## config.mk

```make
export PLATFORM = sky130hd
export DESIGN_NAME = mem_access_stage_flat
export DESIGN_NICKNAME = d
export VERILOG_FILES = /design/src/rtl/mem_access_stage_if.sv /design/src/rtl/mem_access_stage.sv /design/src/flat_wrapper.sv
export SDC_FILE = /design/constraint.sdc
export NUM_CORES = 1
export LEC_CHECK = 0
export ABC_AREA = 1
export CORE_AREA = 2 2 176 109
export DETAILED_ROUTE_END_ITERATION = 6
export DIE_AREA = 0 0 178 111
export PLACE_DENSITY_LB_ADDON = 0.25
export SLEW_MARGIN = 20
export SYNTH_ARGS = -nofsm -noshare
export SYNTH_HDL_FRONTEND = slang
export SYNTH_SLANG_ARGS = --single-unit
```

## constraint.sdc

```tcl
create_clock -name i_clk -period 1.85 [get_ports i_clk]
set_input_delay 0.4625 -clock i_clk [delete_from_list [all_inputs] [get_ports i_clk]]
set_output_delay 0.4625 -clock i_clk [all_outputs]
set_load 0.05 [all_outputs]
```

## src/rtl/mem_access_stage_if.sv

```systemverilog
// mem_access_stage_if
// Data-memory request/acknowledge bus between the memory stage and the
// data memory.
//   req   : request, held high until ack
//   we    : 1 = write, 0 = read
//   addr  : word-aligned address
//   wdata : lane-replicated store data
//   be    : byte enables
//   ack   : memory completes the request this cycle
//   rdata : read word, valid together with ack
// master = memory stage side, slave = memory side.
interface mem_access_stage_if;
    logic        req;
    logic        we;
    logic [31:0] addr;
    logic [31:0] wdata;
    logic [3:0]  be;
    logic        ack;
    logic [31:0] rdata;

    modport master (output req, we, addr, wdata, be, input ack, rdata);
    modport slave  (input req, we, addr, wdata, be, output ack, rdata);
endinterface

```

## src/rtl/mem_access_stage.sv

```systemverilog
// mem_access_stage
// Memory stage downstream of execute. It passes non-memory results straight
// to writeback, performs loads and stores over a req/ack data-memory bus
// (byte lanes, sign/zero extension, alignment checks) and stalls upstream
// while an access is outstanding. All writeback and fault outputs are
// registered.
//
// Optional feature: define DMEM_TIMEOUT_EN to abort an access that sees no
// ack for TIMEOUT_CYCLES BUSY cycles (reported as a fault).
//
// Ports:
//   i_clk, i_rst        clock (rising edge), synchronous active-high reset
//   i_en                valid instruction presented this cycle
//   load_i, store_i     instruction is a load / store
//   funct3_i            size code: 000 B, 001 H, 010 W, 100 BU, 101 HU
//   alu_result_i        effective address or writeback value
//   store_data_i        store source data
//   rd_i                destination register
//   write_reg_file_i    execute-stage regfile write request
//   stall_o             hold upstream inputs stable
//   dmem                data-memory bus (master side)
//   wb_valid_o, wb_we_o, wb_rd_o, wb_data_o   writeback outputs
//   fault_o, fault_addr_o                     one-cycle fault pulse + address
//
// States:
//   IDLE | accepting instructions; passthrough, fault or launch
//   BUSY | request outstanding, waiting for ack
//   DONE | writeback of the completed access, upstream released
module mem_access_stage #(
    parameter int TIMEOUT_CYCLES = 64
) (
    input  logic                        i_clk,
    input  logic                        i_rst,
    input  logic                        i_en,
    input  logic                        load_i,
    input  logic                        store_i,
    input  logic [2:0]                  funct3_i,
    input  logic [31:0]                 alu_result_i,
    input  logic [31:0]                 store_data_i,
    input  logic [4:0]                  rd_i,
    input  logic                        write_reg_file_i,
    output logic                        stall_o,
    mem_access_stage_if.master          dmem,
    output logic                        wb_valid_o,
    output logic                        wb_we_o,
    output logic [4:0]                  wb_rd_o,
    output logic [31:0]                 wb_data_o,
    output logic                        fault_o,
    output logic [31:0]                 fault_addr_o
);

    if (TIMEOUT_CYCLES < 1) begin : g_param_check
        $error("TIMEOUT_CYCLES must be at least 1");
    end

    typedef enum logic [1:0] {IDLE, BUSY, DONE} state_t;

    state_t      state, state_nx;
    logic        req_q, req_nx;
    logic        we_q, we_nx;
    logic [31:0] addr_q, addr_nx;
    logic [31:0] wdata_q, wdata_nx;
    logic [3:0]  be_q, be_nx;
    logic [4:0]  rd_q, rd_nx;
    logic [2:0]  f3_q, f3_nx;
    logic        wb_valid_q, wb_valid_nx;
    logic        wb_we_q, wb_we_nx;
    logic [4:0]  wb_rd_q, wb_rd_nx;
    logic [31:0] wb_data_q, wb_data_nx;
    logic        fault_q, fault_nx;
    logic [31:0] fault_addr_q, fault_addr_nx;
`ifdef DMEM_TIMEOUT_EN
    logic [31:0] tmo_cnt, tmo_nx;
`endif

    logic        memop, bad, f3_ok, launch;
    logic [3:0]  st_be;
    logic [31:0] st_wdata;
    logic [31:0] rd_shift;
    logic [15:0] rd_half;
    logic [31:0] ld_data;

    assign memop = i_en & (load_i | store_i);
    assign f3_ok = (funct3_i == 3'b000) | (funct3_i == 3'b001) | (funct3_i == 3'b010) |
                   (funct3_i == 3'b100) | (funct3_i == 3'b101);
    // funct3[2] set on a legal code means BU/HU, which have no store form.
    assign bad   = (load_i & store_i) | !f3_ok | (store_i & funct3_i[2]) |
                   ((funct3_i[1:0] == 2'b01) & alu_result_i[0]) |
                   ((funct3_i == 3'b010) & (alu_result_i[1:0] != 2'b00));
    assign launch  = (state == IDLE) & memop & !bad;
    assign stall_o = launch | (state == BUSY);

    always_comb begin
        st_be    = 4'b1111;
        st_wdata = store_data_i;
        case (funct3_i[1:0])
            2'b00: begin
                st_be    = 4'b0001 << alu_result_i[1:0];
                st_wdata = {4{store_data_i[7:0]}};
            end
            2'b01: begin
                st_be    = alu_result_i[1] ? 4'b1100 : 4'b0011;
                st_wdata = {2{store_data_i[15:0]}};
            end
            default: ;
        endcase
    end

    // Lane extraction uses the byte offset captured at launch.
    assign rd_shift = dmem.rdata >> {addr_q[1:0], 3'b000};
    assign rd_half  = addr_q[1] ? dmem.rdata[31:16] : dmem.rdata[15:0];

    always_comb begin
        ld_data = dmem.rdata;
        case (f3_q)
            3'b000:  ld_data = {{24{rd_shift[7]}}, rd_shift[7:0]};
            3'b100:  ld_data = {24'h0, rd_shift[7:0]};
            3'b001:  ld_data = {{16{rd_half[15]}}, rd_half};
            3'b101:  ld_data = {16'h0, rd_half};
            default: ld_data = dmem.rdata;
        endcase
    end

    always_comb begin
        state_nx      = state;
        req_nx        = req_q;
        we_nx         = we_q;
        addr_nx       = addr_q;
        wdata_nx      = wdata_q;
        be_nx         = be_q;
        rd_nx         = rd_q;
        f3_nx         = f3_q;
        wb_valid_nx   = 1'b0;
        wb_we_nx      = 1'b0;
        wb_rd_nx      = wb_rd_q;
        wb_data_nx    = wb_data_q;
        fault_nx      = 1'b0;
        fault_addr_nx = fault_addr_q;
`ifdef DMEM_TIMEOUT_EN
        tmo_nx        = tmo_cnt;
`endif
        case (state)
            IDLE: begin
                if (i_en && !memop) begin
                    wb_valid_nx = 1'b1;
                    wb_we_nx    = write_reg_file_i & (rd_i != 5'd0);
                    wb_rd_nx    = rd_i;
                    wb_data_nx  = alu_result_i;
                end else if (memop && bad) begin
                    wb_valid_nx   = 1'b1;
                    wb_rd_nx      = rd_i;
                    wb_data_nx    = alu_result_i;
                    fault_nx      = 1'b1;
                    fault_addr_nx = alu_result_i;
                end else if (launch) begin
                    state_nx = BUSY;
                    req_nx   = 1'b1;
                    we_nx    = store_i;
                    addr_nx  = alu_result_i;
                    be_nx    = store_i ? st_be : 4'b1111;
                    wdata_nx = store_i ? st_wdata : 32'h0;
                    rd_nx    = rd_i;
                    f3_nx    = funct3_i;
`ifdef DMEM_TIMEOUT_EN
                    tmo_nx   = 32'd0;
`endif
                end
            end
            BUSY: begin
                if (dmem.ack) begin
                    state_nx    = DONE;
                    req_nx      = 1'b0;
                    wb_valid_nx = 1'b1;
                    wb_rd_nx    = rd_q;
                    if (!we_q) begin
                        wb_data_nx = ld_data;
                        wb_we_nx   = (rd_q != 5'd0);
                    end
                end
`ifdef DMEM_TIMEOUT_EN
                else if (tmo_cnt == 32'(TIMEOUT_CYCLES - 1)) begin
                    state_nx      = DONE;
                    req_nx        = 1'b0;
                    wb_valid_nx   = 1'b1;
                    wb_rd_nx      = rd_q;
                    fault_nx      = 1'b1;
                    fault_addr_nx = addr_q;
                end else begin
                    tmo_nx = tmo_cnt + 32'd1;
                end
`endif
            end
            DONE: state_nx = IDLE;
            default: state_nx = IDLE;
        endcase
    end

    always_ff @(posedge i_clk) begin
        if (i_rst) begin
            state        <= IDLE;
            req_q        <= 1'b0;
            we_q         <= 1'b0;
            addr_q       <= 32'h0;
            wdata_q      <= 32'h0;
            be_q         <= 4'h0;
            rd_q         <= 5'd0;
            f3_q         <= 3'd0;
            wb_valid_q   <= 1'b0;
            wb_we_q      <= 1'b0;
            wb_rd_q      <= 5'd0;
            wb_data_q    <= 32'h0;
            fault_q      <= 1'b0;
            fault_addr_q <= 32'h0;
`ifdef DMEM_TIMEOUT_EN
            tmo_cnt      <= 32'd0;
`endif
        end else begin
            state        <= state_nx;
            req_q        <= req_nx;
            we_q         <= we_nx;
            addr_q       <= addr_nx;
            wdata_q      <= wdata_nx;
            be_q         <= be_nx;
            rd_q         <= rd_nx;
            f3_q         <= f3_nx;
            wb_valid_q   <= wb_valid_nx;
            wb_we_q      <= wb_we_nx;
            wb_rd_q      <= wb_rd_nx;
            wb_data_q    <= wb_data_nx;
            fault_q      <= fault_nx;
            fault_addr_q <= fault_addr_nx;
`ifdef DMEM_TIMEOUT_EN
            tmo_cnt      <= tmo_nx;
`endif
        end
    end

    assign dmem.req     = req_q;
    assign dmem.we      = we_q;
    assign dmem.addr    = {addr_q[31:2], 2'b00};
    assign dmem.wdata   = wdata_q;
    assign dmem.be      = be_q;
    assign wb_valid_o   = wb_valid_q;
    assign wb_we_o      = wb_we_q;
    assign wb_rd_o      = wb_rd_q;
    assign wb_data_o    = wb_data_q;
    assign fault_o      = fault_q;
    assign fault_addr_o = fault_addr_q;

endmodule

```

## src/flat_wrapper.sv

```systemverilog
// flat-port wrapper written by rule: the top's interface ports become plain ports
module mem_access_stage_flat 
#(
    parameter int TIMEOUT_CYCLES = 64
)
  (i_clk, i_rst, i_en, load_i, store_i, funct3_i, alu_result_i, store_data_i, rd_i, write_reg_file_i, stall_o, wb_valid_o, wb_we_o, wb_rd_o, wb_data_o, fault_o, fault_addr_o, dmem_req, dmem_we, dmem_addr, dmem_wdata, dmem_be, dmem_ack, dmem_rdata);
  mem_access_stage_if dmem_i ();
  input  logic i_clk;
  input  logic i_rst;
  input  logic i_en;
  input  logic load_i;
  input  logic store_i;
  input  logic [2:0] funct3_i;
  input  logic [31:0] alu_result_i;
  input  logic [31:0] store_data_i;
  input  logic [4:0] rd_i;
  input  logic write_reg_file_i;
  output logic stall_o;
  output logic wb_valid_o;
  output logic wb_we_o;
  output logic [4:0] wb_rd_o;
  output logic [31:0] wb_data_o;
  output logic fault_o;
  output logic [31:0] fault_addr_o;
  output wire logic [$bits(dmem_i.req)-1:0] dmem_req;
  output wire logic [$bits(dmem_i.we)-1:0] dmem_we;
  output wire logic [$bits(dmem_i.addr)-1:0] dmem_addr;
  output wire logic [$bits(dmem_i.wdata)-1:0] dmem_wdata;
  output wire logic [$bits(dmem_i.be)-1:0] dmem_be;
  input wire logic [$bits(dmem_i.ack)-1:0] dmem_ack;
  input wire logic [$bits(dmem_i.rdata)-1:0] dmem_rdata;
  assign dmem_req = dmem_i.req;
  assign dmem_we = dmem_i.we;
  assign dmem_addr = dmem_i.addr;
  assign dmem_wdata = dmem_i.wdata;
  assign dmem_be = dmem_i.be;
  assign dmem_i.ack = dmem_ack;
  assign dmem_i.rdata = dmem_rdata;
  mem_access_stage #(.TIMEOUT_CYCLES(TIMEOUT_CYCLES)) u_core (.i_clk(i_clk), .i_rst(i_rst), .i_en(i_en), .load_i(load_i), .store_i(store_i), .funct3_i(funct3_i), .alu_result_i(alu_result_i), .store_data_i(store_data_i), .rd_i(rd_i), .write_reg_file_i(write_reg_file_i), .stall_o(stall_o), .dmem(dmem_i), .wb_valid_o(wb_valid_o), .wb_we_o(wb_we_o), .wb_rd_o(wb_rd_o), .wb_data_o(wb_data_o), .fault_o(fault_o), .fault_addr_o(fault_addr_o));
endmodule
```

==> flow_summary.ini, run 1 <==
[status]
status = completed

[final_layout]
final_cell_mix = nand2_1, buf_4, nor2_1, dfxtp_1, a21oi_1
drive_gt1_share_pct = 20.7
area.growth.synth_to_final_pct = 44.8
n_antenna_cell = 0
seq_area_um2 = 3050
n_fill_cell = 1774
layout_commonest_cell = nand2_1
multi_input_area_um2 = 3370
num-nets-final = 1462

[sta]
min_period_over_period_pct = 97.1
hold_ws_ps = 432
fin_crit_ps = 1800
fin_setup_tns_ps = 0
setup_violations = 0
finalMaxSlewViolations = 0
rsz0062_at_grt = yes
finClkSkew_ps = 13.1
final_hold_viol_count = 0
max_freq_ghz = 0.557

[setup_path]
arrival_ps = 1330
slowest_delay_ps = 360
path_max_fanout = 3
crit_end = stall_o
setup.worst_path.end_class = primary output
crit_cells = 6
path_buf_inv = 2
reg2reg_setup_slack_ps = 200
rr_startpoint = u_core.f3_q[1]
critPathKind = register to primary output
cp_top_family = simple AND/OR/NAND/NOR gates
cp_data_required_time_ps = 1390
r2r-end = u_core.wb_data_o[14]
start_kind = register
cp-startpoint = u_core.state[1]
reg2regPathDepth = 10
cp_slowest_cell = dfxtp_4
crit_top_cell = nor2_4
crit_chain = nor2_4 -> nand2_2 -> nor2_4 -> inv_4 -> nand2_8 -> buf_12

[placement]
routabilityCongestion = 0.905
portBuffers = 251
hpwl_mm = 19.1

[routing]
viasPerCell = 4.96
post_drt_wl_per_cell_um = 15.9
vias = 7982
first_pass_iters = 6
drc = 0
routed_wl_mm = 25.7
antenna_left = 0
drt_iter0_markers = 745

[cts]
cts_max_path_buffers = 2
numCtsBuffers = 17
root_buffer = clkbuf_16
clk_pin_slew_ps = 60
cts_tree = done
holdBufCountCts = 0
cts_max_level = 4
clock_latency_ps = 420
clock_sinks = 152

[global_routing]
grt_pass1_vias = 7237
grt_overflow = 0
grt.total_usage_pct = 25.8
grt_max_degree = 60
grt_first_pass_wirelength_mm = 39.3
antenna_found_initial = 1

[floorplanning]
die_area_um2 = 19800
die_y_um = 111
core-area_um2 = 18400
placementRows = 39
io_pins = 254
die_w_um = 178
start_util_pct = 40.0

[synth]
synth_seq_area_share_pct = 41.4
yosys_register_bits = 152
yosys_warnings = 0
syn_area_per_cell_um2 = 6.63
synth.distinct_cells = 33
synthCells = 1108
synth_area_um2 = 7350

[pwr]
fin_total_pwr_uw = 9730
ir_worst_vdd_mv = 0.652
p_leak_uw = 0.00509
pwr_density_cell_nw_per_um2 = 915

[hold_path]
min_path_type = input pin to register

[run]
max_cap_viol_count = 0
synthesized netlist by cell type:
cell type	count	area, um2
nand2_1	256	961
nor2_1	162	608
dfxtp_1	152	3040
a21oi_1	133	666
inv_1	109	409
o21ai_0	106	531
nand3_1	41	205
buf_4	33	248
clkbuf_1	30	113
buf_2	26	130
o2111ai_1	9	78.8
buf_6	6	67.6
or2_0	6	37.5
nand2_2	5	31.3
nor3_1	4	20.0
inv_2	3	11.3
o21a_1	3	22.5
o22ai_1	3	18.8
buf_1	2	7.51
clkbuf_2	2	10.0
inv_4	2	12.5
mux2i_1	2	20.0
nor2_2	2	12.5
nor2_4	2	22.5
a31oi_1	1	6.26
conb_1	1	3.75
nand2_4	1	11.3
nand3_2	1	10.0
nand3b_1	1	7.51
nand4_1	1	6.26
nor4_1	1	6.26
o211ai_1	1	7.51
o21ai_1	1	5.00
registers in the layout, summed over array words and instances, names as in the netlist:
name / cells
u_core.wb_data_o: 32
u_core.fault_addr_o: 32
u_core.dmem.req: 1
u_core.wb_valid_o: 1
u_core.wb_we_o: 1
u_core.f3_q: 3
u_core.fault_o: 1
u_core.dmem.wdata: 32
u_core.rd_q: 5
u_core.wb_rd_o: 5
u_core.dmem.we: 1
u_core.state: 2
u_core.addr_q: 32
u_core.dmem.be: 4
per-layer routing:
metal	vias to the layer above	routed length (um)	track usage (%)
met3	43	2540	6.48
met5	-	0	0
met1	3589	12700	40.5
met2	372	9840	33.4
li1	3978	-	-
met4	0	578	8.14
tightest hold or removal path: cells and delay by family:
| kind | cells | cell delay, ps |
|---|---|---|
| compound gates | 1 | 40 |
| buf+inv | 3 | 290 |
report_power, final:
part	total (uW)	leakage, uW	internal [uW]	switching [uW]
clock network	3690	0.000296	2220	1480
logic	2430	0.00355	865	1570
registers	3610	0.00125	3480	124
through the flow:
stage / cell area [um2] / std cells / setup WS [ps] / util [%]
after detailed placement: 9890 / 1566 / -385 / 53.8
after global placement: 9890 / 1566 / -374 / 53.8
after CTS: 10600 / 1608 / 4.79 / 57.7
after floorplan: 7400 / 1109 / 1.67 / -
final: 10600 / 1610 / 53.7 / 57.8
after global routing: 10600 / 1610 / -5.51 / 57.8
repair_timing:
item,in CTS,in global routing
endpoints found under the setup margin,1,22
resized for setup,27,15
gates cloned,0,1
pin swaps,8,5
endpoints found under the hold margin,0,0
setup buffers,10,2
worst min-delay path by stage:
| stage | startpoint | end | slack [ps] | cells past startpoint |
|---|---|---|---|---|
| after floorplan | u_core.rd_q[4] | u_core.rd_q[4] | 440 | 2 |
| after global placement | u_core.dmem.wdata[11] | u_core.dmem.wdata[11] | 450 | 2 |
| after detailed placement | u_core.dmem.wdata[13] | u_core.dmem.wdata[13] | 460 | 2 |
| after CTS | u_core.dmem.wdata[5] | u_core.dmem.wdata[5] | 470 | 2 |
| after global routing | funct3_i[0] | u_core.f3_q[0] | 440 | 4 |
| final | funct3_i[0] | u_core.f3_q[0] | 430 | 4 |
layout make-up:
cell class,count,area share [%]
clock buffer,20,4.29
clock inverter,12,1.54
inverter,114,4.14
multi-input combinational,744,31.6
sequential,152,28.7
tap,246,2.89
timing repair buffer,322,26.8
cells by family (layout without fill, tap and decap cells):
kind of cell | Yosys count | in the layout | share of synthesized area, %
AO/OA/AOI/OAI | 257 | 257 | 18.2
AND/OR/NAND/NOR | 483 | 483 | 26.4
flip-flops | 152 | 152 | 41.4
buffers and inverters | 213 | 468 | 13.7
multiplexers | 2 | 2 | 0.272
other | 1 | 2 | 0.0510
No activity file was read; power rests on OpenSTA's default activity.
==> inputs of run 2 (changes only) <==
--- a/config.mk
+++ b/config.mk
@@ -10,7 +10,7 @@
 export DETAILED_ROUTE_END_ITERATION = 6
 export DIE_AREA = 0 0 178 111
 export PLACE_DENSITY_LB_ADDON = 0.25
-export SLEW_MARGIN = 20
+export SLEW_MARGIN = 5
 export SYNTH_ARGS = -nofsm -noshare
 export SYNTH_HDL_FRONTEND = slang
 export SYNTH_SLANG_ARGS = --single-unit
==> results of run 2 <==
No change in the layout: final DEF, timing and power equal those of run 1.
